<file path="src/rtl/key_debounce_pkg.sv">
`default_nettype none
// ============================================================================
//  Module   : key_debounce_pkg
//  Purpose  : Shared state encoding and defaults for the key debouncer.
//  Revision : 1.0 - initial release
// ============================================================================
package key_debounce_pkg;

    typedef enum logic [1:0] {
        ST_IDLE      = 2'd0,
        ST_CHK_PRESS = 2'd1,
        ST_HELD      = 2'd2,
        ST_CHK_REL   = 2'd3
    } deb_state_t;

    // 2^20 clk cycles is roughly 21 ms at 50 MHz
    localparam int DEFAULT_STABLE_BITS = 20;

endpackage : key_debounce_pkg
`default_nettype wire

</file>
<file path="src/rtl/key_debounce_chan.sv">
`default_nettype none
// ============================================================================
//  Module   : key_debounce_chan
//  Purpose  : One key channel: 2-flop synchronizer, dwell FSM, pulse outputs.
//  Revision : 1.0 - initial release
// ============================================================================
module key_debounce_chan
    import key_debounce_pkg::*;
#(
    parameter int STABLE_BITS = DEFAULT_STABLE_BITS
) (
    input  logic clk,
    input  logic rst,
    input  logic i_key,
    output logic o_level,
    output logic o_press,
    output logic o_release
);

    localparam logic [STABLE_BITS-1:0] c_CNT_MAX = '1;
    localparam logic [STABLE_BITS-1:0] c_CNT_ONE = {{(STABLE_BITS-1){1'b0}}, 1'b1};

    logic                   r_sync1;
    logic                   r_sync2;
    deb_state_t             r_state;
    logic [STABLE_BITS-1:0] r_cnt;
    logic                   r_level;
    logic                   r_press;
    logic                   r_release;

    // i_key is already normalised, so the released value is 0
    always_ff @(posedge clk) begin
        if (rst) begin
            r_sync1 <= 1'b0;
            r_sync2 <= 1'b0;
        end else begin
            r_sync1 <= i_key;
            r_sync2 <= r_sync1;
        end
    end

    always_ff @(posedge clk) begin
        if (rst) begin
            r_state   <= ST_IDLE;
            r_cnt     <= '0;
            r_level   <= 1'b0;
            r_press   <= 1'b0;
            r_release <= 1'b0;
        end else begin
            r_press   <= 1'b0;
            r_release <= 1'b0;
            case (r_state)
                ST_IDLE: begin
                    if (r_sync2) begin
                        r_state <= ST_CHK_PRESS;
                        r_cnt   <= '0;
                    end
                end
                ST_CHK_PRESS: begin
                    if (!r_sync2) begin
                        r_state <= ST_IDLE;
                        r_cnt   <= '0;
                    end else if (r_cnt != c_CNT_MAX) begin
                        r_cnt <= r_cnt + c_CNT_ONE;
                    end else begin
                        r_state <= ST_HELD;
                        r_level <= 1'b1;
                        r_press <= 1'b1;
                    end
                end
                ST_HELD: begin
                    if (!r_sync2) begin
                        r_state <= ST_CHK_REL;
                        r_cnt   <= '0;
                    end
                end
                ST_CHK_REL: begin
                    if (r_sync2) begin
                        r_state <= ST_HELD;
                        r_cnt   <= '0;
                    end else if (r_cnt != c_CNT_MAX) begin
                        r_cnt <= r_cnt + c_CNT_ONE;
                    end else begin
                        r_state   <= ST_IDLE;
                        r_level   <= 1'b0;
                        r_release <= 1'b1;
                    end
                end
                default: begin
                    r_state <= ST_IDLE;
                    r_cnt   <= '0;
                    r_level <= 1'b0;
                end
            endcase
        end
    end

    assign o_level   = r_level;
    assign o_press   = r_press;
    assign o_release = r_release;

endmodule : key_debounce_chan
`default_nettype wire

</file>
<file path="src/rtl/key_debounce.sv">
`default_nettype none
// ============================================================================
//  Module   : key_debounce
//  Purpose  : Debounces NUM_KEYS raw board keys into level/press/release.
//  Revision : 1.0 - initial release
// ============================================================================
module key_debounce
    import key_debounce_pkg::*;
#(
    parameter int NUM_KEYS    = 4,
    parameter int STABLE_BITS = DEFAULT_STABLE_BITS,
    parameter bit ACTIVE_LOW  = 1'b1
) (
    input  logic                clk,
    input  logic                reset,
    input  logic [NUM_KEYS-1:0] key_raw,
    output logic [NUM_KEYS-1:0] key_level,
    output logic [NUM_KEYS-1:0] key_press,
    output logic [NUM_KEYS-1:0] key_release
);

    localparam logic [NUM_KEYS-1:0] c_POL_MASK = {NUM_KEYS{ACTIVE_LOW}};

    // XOR with a constant commutes with the synchronizer, so normalising
    // here lets every channel treat 1 as pressed
    logic [NUM_KEYS-1:0] w_key_norm;
    assign w_key_norm = key_raw ^ c_POL_MASK;

    generate
        for (genvar gi = 0; gi < NUM_KEYS; gi++) begin : g_chan
            key_debounce_chan #(
                .STABLE_BITS (STABLE_BITS)
            ) u_chan (
                .clk       (clk),
                .rst       (reset),
                .i_key     (w_key_norm[gi]),
                .o_level   (key_level[gi]),
                .o_press   (key_press[gi]),
                .o_release (key_release[gi])
            );
        end
    endgenerate

endmodule : key_debounce
`default_nettype wire

</file>
<file path="config.mk">
export PLATFORM = sky130hd
export DESIGN_NAME = key_debounce
export DESIGN_NICKNAME = d
export VERILOG_FILES = /design/src/rtl/key_debounce_pkg.sv /design/src/rtl/key_debounce_chan.sv /design/src/rtl/key_debounce.sv
export SDC_FILE = /design/constraint.sdc
export NUM_CORES = 1
export LEC_CHECK = 0
export CAP_MARGIN = 25
export CELL_PAD_IN_SITES_DETAIL_PLACEMENT = 0
export CELL_PAD_IN_SITES_GLOBAL_PLACEMENT = 1
export CORE_ASPECT_RATIO = 1.25
export CORE_MARGIN = 4
export CORE_UTILIZATION = 53
export CTS_BUF_LIST = sky130_fd_sc_hd__clkbuf_4
export CTS_CLUSTER_DIAMETER = 200
export DETAILED_ROUTE_END_ITERATION = 8
export PLACE_DENSITY = 0.95
export SYNTH_ARGS = -nofsm -noshare
export SYNTH_HDL_FRONTEND = slang
export SYNTH_SLANG_ARGS = --single-unit
export TNS_END_PERCENT = 1
</file>
<file path="constraint.sdc">
create_clock -name clk -period 3.6 [get_ports clk]
set_input_delay 0.36 -clock clk [delete_from_list [all_inputs] [get_ports clk]]
set_output_delay 0.36 -clock clk [all_outputs]
set_load 0.01 [all_outputs]
</file>
# Word level (Yosys, flattened, before mapping)
# Cells that the tools add are included.
# op_classes
magnitude_cmp	0
n_div	0
mux	76
bitwise_logic	13
n_addsub	4
n_reduce_logical	28
mul	0
n_eq_ne	48
shift	0
# op_table
op	n
$mux 20	20
$pmux 20 s4	4
$add 20x1->20 const B	4
$ne 20x20->1 const B	4
$mux 2	24
$ne 2x2->1 const B	16
$pmux 2 s4	4
$reduce_or 3->1	8
$mux 1	20
$reduce_and 5->1	4
$eq 2x2->1 const B	8
$ne 2x1->1 const B	8
$reduce_and 4->1	4
$ne 3x2->1 const B	4
$ne 3x3->1 const B	4
$not 1->1	12
$eq 2x1->1 const B	4
$logic_not 2->1	4
$pmux 1 s2	4
$reduce_and 2->1	4
$reduce_bool 2->1	4
$not 4->4	1
# totals
output_inout_bits	12
mem_bits_rw	0
rom_bits	0
ff_bits	108
word_cells	197
mem_count	0
in_bits	6
latchBits	0

# Logic depth before layout (Yosys ltp)
# Gate-level depths: netlist of the first run.
# depth
word_depth	4
ltp_mapped	7
depth_no_buf	6

# Cells and area by module
# Synthesis of the first run repeated with hierarchy kept, for this count alone.
# unflattened
cells_unflattened	667
area_unflattened_um2	6055.8
# modules_own_cells
module	n_inst	area_per_inst_um2	seq_area_each_um2	cells_per_inst
key_debounce_chan (g_chan[0].u_chan ...)	3	1525.2	540.5	164
key_debounce_chan (g_chan[3].u_chan)	1	1465.2	540.5	171
key_debounce	1	15.0	0.0	4

# Worst setup path after synthesis of the first run
# OpenSTA, ideal clock, no wires.
# synth_timing
path_kind	register to register
startpoint	reg g_chan[2].u_chan.r_cnt[9]
endpoint	reg g_chan[2].u_chan.r_cnt[0]
path_buffers	0
arrival_ns	1.648
t_required_ns	3.472
slack_ns	1.825
setup_ns	0.128
path_stages_with_launch	6
synth_period_minus_slack_ns	1.775
path_cell_list	dfxtp_1 > nand4_2 > or4_4 > or3_1 > a31oi_1 > nor2_1
# synth_via
elab_chain_len	4
word_cells_on_any_way	5
classes_between	1 x eq/ne; 4 x mux
# synth_rtl
item	line	source
start: declaration	key_debounce_chan.sv:26	logic [STABLE_BITS-1:0] r_cnt;
start signal: assignment	key_debounce_chan.sv:64	r_cnt <= r_cnt + c_CNT_ONE;
start signal: assignment	key_debounce_chan.sv:82	r_cnt <= r_cnt + c_CNT_ONE;
$ne 20x20->1 *	key_debounce_chan.sv:63, key_debounce_chan.sv:81	
$mux 20 *	-	
$mux 20 (on tied branches)	-	
$pmux 20 s4 *	-	
# Every way passes the cells marked *; elsewhere a longest branch is shown, timed or not.
# A chain may end at the register's enable or synchronous reset.

# Final worst setup path of the first run
# layout_timing
startpoint	reg g_chan[2].u_chan.r_cnt[8]
endpoint	reg g_chan[2].u_chan.r_cnt[17]
# layout_via
elab_chain_len	4
word_cells_on_any_way	6
classes_between	1 x add/sub; 1 x eq/ne; 4 x mux
# layout_rtl
item	line	source
$add 20x1->20 or $ne 20x20->1 (tied branches)	-	
$mux 20 *	key_debounce_chan.sv:63, key_debounce_chan.sv:81	
$mux 20 (on tied branches)	key_debounce_chan.sv:78, key_debounce_chan.sv:60	
$pmux 20 s4 *	key_debounce_chan.sv:52	case (r_state)
# Marks and branches as above.

==> results.py, run 1 <==
metrics = {
    "sta": {
        "max_freq_ghz": 0.4372,
        "hold-worst-slack_ns": 0.4266,
        "rsz0062_at_grt": "no",
        "period_minus_slack_ns": 2.288,
        "setup_tns_ns": 0,
        "report.final.hold_viol_count": 0,
        "worst_pin_slew_ns": 1.068,
        "drv_slew": 0,
        "timing.slew.headroom": 0.2834,
        "finClkSkew_ns": 0.02082,
        "finalSetupViolCount": 0,
        "min_period_over_period": 0.6354,
    },
    "power": {
        "cellPowerDensity_mw_per_mm2": 338.2,
        "p_int_uw": 1457,
        "switching_share": 0.2359,
        "pwr-share-comb": 0.045,
        "vdd_ir_drop_max_mv": 0.2042,
        "total_power_uw": 1907,
        "switching_power_uw": 449.8,
        "clock_power_share": 0.314,
        "p_leak_uw": 0.001805,
        "p_seq_frac": 0.641,
    },
    "yosys": {
        "muxShareOfSynthArea": 0.01355,
        "synth-xor-area-share": 0.06632,
        "synth_compound_area_frac": 0.1803,
        "syn_avg_cell_area_um2": 8.614,
        "synthArstFlopShare": 0,
        "synth_edf_count": 0,
        "syn_area_mm2": 0.005358,
        "synthAdderAreaFrac": 0.009341,
        "yosys.area_share.simple": 0.2798,
        "syn_nets": 632,
        "synth.ff_latch_count": 108,
        "ys_types": 67,
        "synth_top_family_by_area": "simple AND/OR/NAND/NOR gates",
        "seq_area_frac_synth": 0.4035,
        "synthCells": 622,
        "ys.flop_type": "dfxtp_1",
        "yosys_warnings": 0,
    },
    "detailed_routing": {
        "wl_mm": 11.20,
        "wl_met1_mm": 5.204,
        "wl_per_cell_um": 14.99,
        "viasPerCell": 6.108,
        "vias": 4563,
        "top_layer": "met4",
        "post-route-drc-count": 0,
        "ant_nets": 0,
        "drt-initial-drc-count": 209,
        "wl_met2_mm": 5.339,
        "dr.pass1.iters": 5,
        "met3WireLength_um": 445,
    },
    "place": {
        "io_buffers": 17,
        "dp_hpwl_mm": 7.954,
        "routabilityCongestion": 0.8830,
        "place_inst": 731,
        "placed_cell_area_mm2": 0.005508,
    },
    "clock_tree": {
        "post_cts_buffers": 0,
        "clock_latency_ns": 0.45,
        "cts_num_sinks": 108,
        "cts-root-buf": "clkbuf_4",
        "cts_resized": 0,
        "cts_tree": "done",
        "cts_hold_buffers": 0,
        "cts_max_path_buffers": 2,
        "numCtsBuffers": 9,
        "clk_transition_reported_paths_ns": 0.16,
        "htreeDepth": 3,
    },
    "floorplanning": {
        "initial_utilization": 0.5490,
        "core_mm2": 0.009759,
        "fp.dieW_um": 97.93,
        "die_h_um": 120.4,
        "fp-row-count": 40,
        "ios": 18,
        "dieArea_mm2": 0.01179,
    },
    "run": {
        "cap_viol_max_count": 0,
    },
    "global_route": {
        "grt_pass1_vias": 4210,
        "antenna_found_initial": 0,
        "grt-ovfl-total": 0,
        "grt_max_degree": 38,
        "grt_usage": 0.1916,
        "grt_pass1_wl_mm": 19.13,
    },
    "run_status": {
        "status": "finished clean",
    },
    "worst_setup_path": {
        "cp_data_required_time_ns": 3.95,
        "cp.arrival_ns": 2.64,
        "worstPathMaxFanout": 17,
        "crit_family": "simple AND/OR/NAND/NOR gates",
        "worstSetupStartpointType": "register",
        "max_stage_delay_ns": 0.90,
        "critPathSlowestCell": "nor4_4",
        "endpoint_kind": "register",
        "crit_path_cell_trace": "nand4_2 > nor4_4 > nand3_1 > a2111oi_1",
        "crit_type": "reg2reg",
        "crit_buf_inv": 0,
    },
    "finish": {
        "nNetsFinal": 626,
        "final_cell_mix": "dfxtp_1 (108), nor2_1 (69), a21oi_1 (38)",
        "fin_cells": 747,
        "drive_gt1_frac": 0.06763,
        "final_common_cell": "dfxtp_1",
        "synthToLayoutAreaGrowth_pct": 5.231,
        "final_cell_area_mm2": 0.005638,
        "num_antenna_cells": 0,
    },
    "hold_path": {
        "worstHoldPathType": "in2reg",
    },
}
==> through the flow <==
stage / utilization / setup WS, ns
6_report: 0.5777 / 1.312
3_5_place_dp: 0.5644 / 1.118
5_1_grt: 0.5777 / 1.061
2_1_floorplan: - / 1.825
3_3_place_gp: 0.5644 / 1.190
4_1_cts: 0.5777 / 1.339
==> state kept, by name, summed over array words and instances (netlist names), named ones only <==
signal and flops:
g_chan.u_chan.r_state 4, g_chan.u_chan.o_press 4, g_chan.u_chan.o_level 4, g_chan.u_chan.r_cnt 80
g_chan.u_chan.r_sync2 4, g_chan.u_chan.r_sync1 4, g_chan.u_chan.o_release 4
==> kinds of logic (layout without fill, tap and decap cells) <==
logic type / count (synthesis) / after routing
AND/OR/NAND/NOR: 273 / 273
adder cells (fa/ha/maj): 4 / 4
flip-flops: 108 / 108
multiplexers: 7 / 7
XOR/XNOR: 38 / 38
AO/OA/AOI/OAI: 141 / 141
buffers and inverters: 51 / 50
==> final timing paths <==
path / from / endpoint / slack (ns) / depth (start not counted)
max: g_chan[2].u_chan.r_cnt[8]$_SDFFE_PP0P_ / g_chan[2].u_chan.r_cnt[17]$_SDFFE_PP0P_ / 1.31 / 4
min: key_raw[2] / g_chan[2].u_chan.r_sync1$_SDFF_PP0_ / 0.43 / 2
max reg2reg: g_chan[2].u_chan.r_cnt[8]$_SDFFE_PP0P_ / g_chan[2].u_chan.r_cnt[17]$_SDFFE_PP0P_ / 1.31 / 4
min reg2reg: g_chan[1].u_chan.r_sync1$_SDFF_PP0_ / g_chan[1].u_chan.r_sync2$_SDFF_PP0_ / 0.45 / 1
==> per-layer routing <==
metal / vias to the layer above / track usage
li1: 2290 / -
met1: 2163 / 0.2368
met2: 93 / 0.3275
met3: 17 / 0.03693
met4: 0 / 0.07619
met5: - / 0
==> power groups by stage <==
stage / combinational (uW) / sequential [uW] / clock (uW)
global placement: 84.7 / 1250 / 0
floorplan: 67.0 / 1240 / 0
CTS: 86.5 / 1220 / 616
detailed placement: 86.6 / 1250 / 0
global route: 95.3 / 1220 / 660
finish: 86.2 / 1220 / 599
==> cells in the mapped netlist (4+ instances only) <==
cell	count	area [um2]
a2111oi_2	4	60.06
a211oi_1	6	45.04
a21oi_1	38	190.2
a31oi_1	11	68.82
a41oi_1	13	113.9
and2_1	9	56.30
and3_1	20	125.1
and4_1	11	96.34
buf_2	7	35.03
buf_4	12	90.09
clkbuf_1	17	63.81
dfxtp_1	108	2162
ha_1	4	50.05
inv_1	14	52.55
mux2i_1	5	50.05
nand2_1	34	127.6
nand3_1	37	185.2
nand4_1	16	100.1
nor2_1	69	259.0
nor2b_1	4	25.02
nor3_1	19	95.09
nor4_1	9	56.30
nor4b_1	7	61.31
o211ai_1	7	52.55
o21ai_0	26	130.1
o31ai_1	7	52.55
or2_2	6	37.54
or3_1	11	68.82
xnor2_1	24	210.2
xor2_1	11	96.34
==> layout make-up <==
cell class / count / area (um2)
sequential: 108 / 2162
inverter: 14 / 52.55
timing repair buffer: 20 / 192.7
multi-input combinational: 463 / 2943
clock buffer: 10 / 75.07
tap: 126 / 157.7
clock inverter: 6 / 55.05
fill: 874 / 4121
Power figures use the tool's default switching activity.
==> run 2, diff against run 1 <==
CORE_UTILIZATION = 49   (was 53)
PLACE_DENSITY = 0.93   (was 0.95)
clock period = 2.38 ns   (was 3.6 ns; I/O delays follow)
==> run 2 against run 1 <==
Compared with the run above: combinational power up 67%; utilization down 3.6 points; fmax up 13%; clock skew down 0.0089 ns; critical path depth up 1; sequential share of layout area down 0.96 points; largest power group unchanged.
==> results.py, run 2 (synthesized netlist as in run 1, its figures left out) <==
metrics = {
    "detailed_routing": {
        "viasPerCell": 6.148,
        "wl_mm": 11.48,
        "vias": 4685,
        "drt-initial-drc-count": 256,
        "ant_nets": 0,
        "dr.pass1.iters": 5,
        "wl_per_cell_um": 15.07,
        "post-route-drc-count": 0,
    },
    "clock_tree": {
        "htreeDepth": 3,
        "clk_transition_reported_paths_ns": 0.16,
        "cts_hold_buffers": 0,
        "clock_latency_ns": 0.47,
        "cts_resized": 0,
        "cts-root-buf": "clkbuf_4",
        "numCtsBuffers": 9,
        "cts_num_sinks": 108,
        "cts_tree": "done",
        "post_cts_buffers": 0,
        "cts_max_path_buffers": 2,
    },
    "worst_setup_path": {
        "crit_type": "reg2reg",
        "rr_worst_depth": 5,
        "worstPathMaxFanout": 14,
        "cp_data_required_time_ns": 2.75,
        "endpoint_kind": "register",
        "worstSetupStartpointType": "register",
        "cp.arrival_ns": 2.40,
    },
    "finish": {
        "drive_gt1_frac": 0.08571,
        "largest_register_ff_count": 80,
        "synthToLayoutAreaGrowth_pct": 7.940,
        "n_fill_cell": 999,
        "fin_cells": 762,
        "nNetsFinal": 636,
        "final_util": 0.5421,
        "top_register": "g_chan.u_chan.r_cnt",
        "final_common_cell": "dfxtp_1",
        "final_cell_mix": "dfxtp_1 (108), nor2_1 (69), a21oi_1 (38)",
        "num_antenna_cells": 0,
    },
    "power": {
        "clock_power_share": 0.364,
        "switching_power_uw": 711.0,
        "pwr-share-comb": 0.046,
        "total_power_uw": 3131,
        "p_leak_uw": 0.001885,
        "p_seq_frac": 0.590,
        "switching_share": 0.2271,
        "vdd_ir_drop_max_mv": 0.4050,
        "cellPowerDensity_mw_per_mm2": 541.4,
        "p_int_uw": 2420,
    },
    "hold_path": {
        "min_path_cells": 2,
        "worstHoldPathType": "in2reg",
    },
    "sta": {
        "rsz0062_at_grt": "no",
        "report.final.hold_viol_count": 0,
        "setup_tns_ns": 0,
        "period_minus_slack_ns": 2.028,
        "worst_pin_slew_ns": 0.6197,
        "finClkSkew_ns": 0.01192,
        "finalSetupViolCount": 0,
        "min_period_over_period": 0.8521,
        "drv_slew": 0,
        "max_freq_ghz": 0.4931,
        "timing.slew.headroom": 0.5835,
    },
    "global_route": {
        "antenna_found_initial": 0,
        "grt_pass1_wl_mm": 20.42,
        "grt-ovfl-total": 0,
        "grt_max_degree": 40,
        "grt_pass1_vias": 4480,
        "grt_usage": 0.1914,
    },
    "place": {
        "io_buffers": 17,
        "place_inst": 746,
        "routabilityCongestion": 0.8486,
        "dp_hpwl_mm": 8.121,
    },
    "floorplanning": {
        "fp.dieW_um": 101.5,
        "die_h_um": 124.9,
        "initial_utilization": 0.5022,
        "dieArea_mm2": 0.01268,
        "ios": 18,
        "core_mm2": 0.01067,
        "fp-row-count": 42,
    },
    "run": {
        "cap_viol_max_count": 0,
    },
    "run_status": {
        "status": "finished clean",
    },
}
[run 2: cell count changes in the layout (fill, tap and decap cells not counted)]
cell / change
buf_4: +9
inv_6: +1
clkbuf_4: -1
clkinv_1: -3
bufinv_16: +2
buf_12: +1
[run 2: metrics by stage]
stage | setup WS [ns] | area (um2) | hold WS, ns
floorplan | 0.6047 | 5358 | 0.3047
global placement | 0.3650 | 5595 | 0.4311
detailed placement | 0.2970 | 5595 | 0.4234
CTS | 0.3263 | 5776 | 0.2437
global route | 0.09064 | 5783 | 0.2665
finish | 0.3520 | 5783 | 0.2671
[run 2: worst paths after layout]
check                                         start                                       to  slack [ns]
max          g_chan[2].u_chan.r_cnt[9]$_SDFFE_PP0P_  g_chan[2].u_chan.r_cnt[17]$_SDFFE_PP0P_        0.35
min                                      key_raw[2]      g_chan[2].u_chan.r_sync1$_SDFF_PP0_        0.27
max reg2reg  g_chan[2].u_chan.r_cnt[9]$_SDFFE_PP0P_  g_chan[2].u_chan.r_cnt[17]$_SDFFE_PP0P_        0.35
min reg2reg     g_chan[3].u_chan.r_sync1$_SDFF_PP0_      g_chan[3].u_chan.r_sync2$_SDFF_PP0_        0.46
[run 2: routing by layer]
metal	GRT usage	routed length, um	up-vias
met5	0	0	-
met3	0.04090	552	26
met2	0.3047	5545	119
met1	0.2485	5146	2234
li1	-	-	2306
met4	0.08059	236	0
[run 2: cell type report]
cell class,count,area (um2),share of cell area
tap,132,165.2,0.02856
timing repair buffer,30,280.3,0.04846
clock inverter,6,112.6,0.01947
sequential,108,2162,0.3739
clock buffer,9,67.56,0.01168
multi-input combinational,463,2943,0.5089
inverter,14,52.55,0.009087
[run 2: power by group through the flow]
stage	sequential [uW]	clock (uW)	combinational (uW)
global route	1850	1250	159
finish	1850	1140	144
global placement	1890	0	138
detailed placement	1890	0	141
CTS	1850	1170	142
floorplan	1870	0	101
[run 2: worst max-delay path, cell delays in order (launching register included)]
cell,delay (ns)
dfxtp_1,0.42
nand4_2,0.23
nor4_4,0.46
buf_4,0.28
nand3_1,0.13
a2111oi_1,0.40
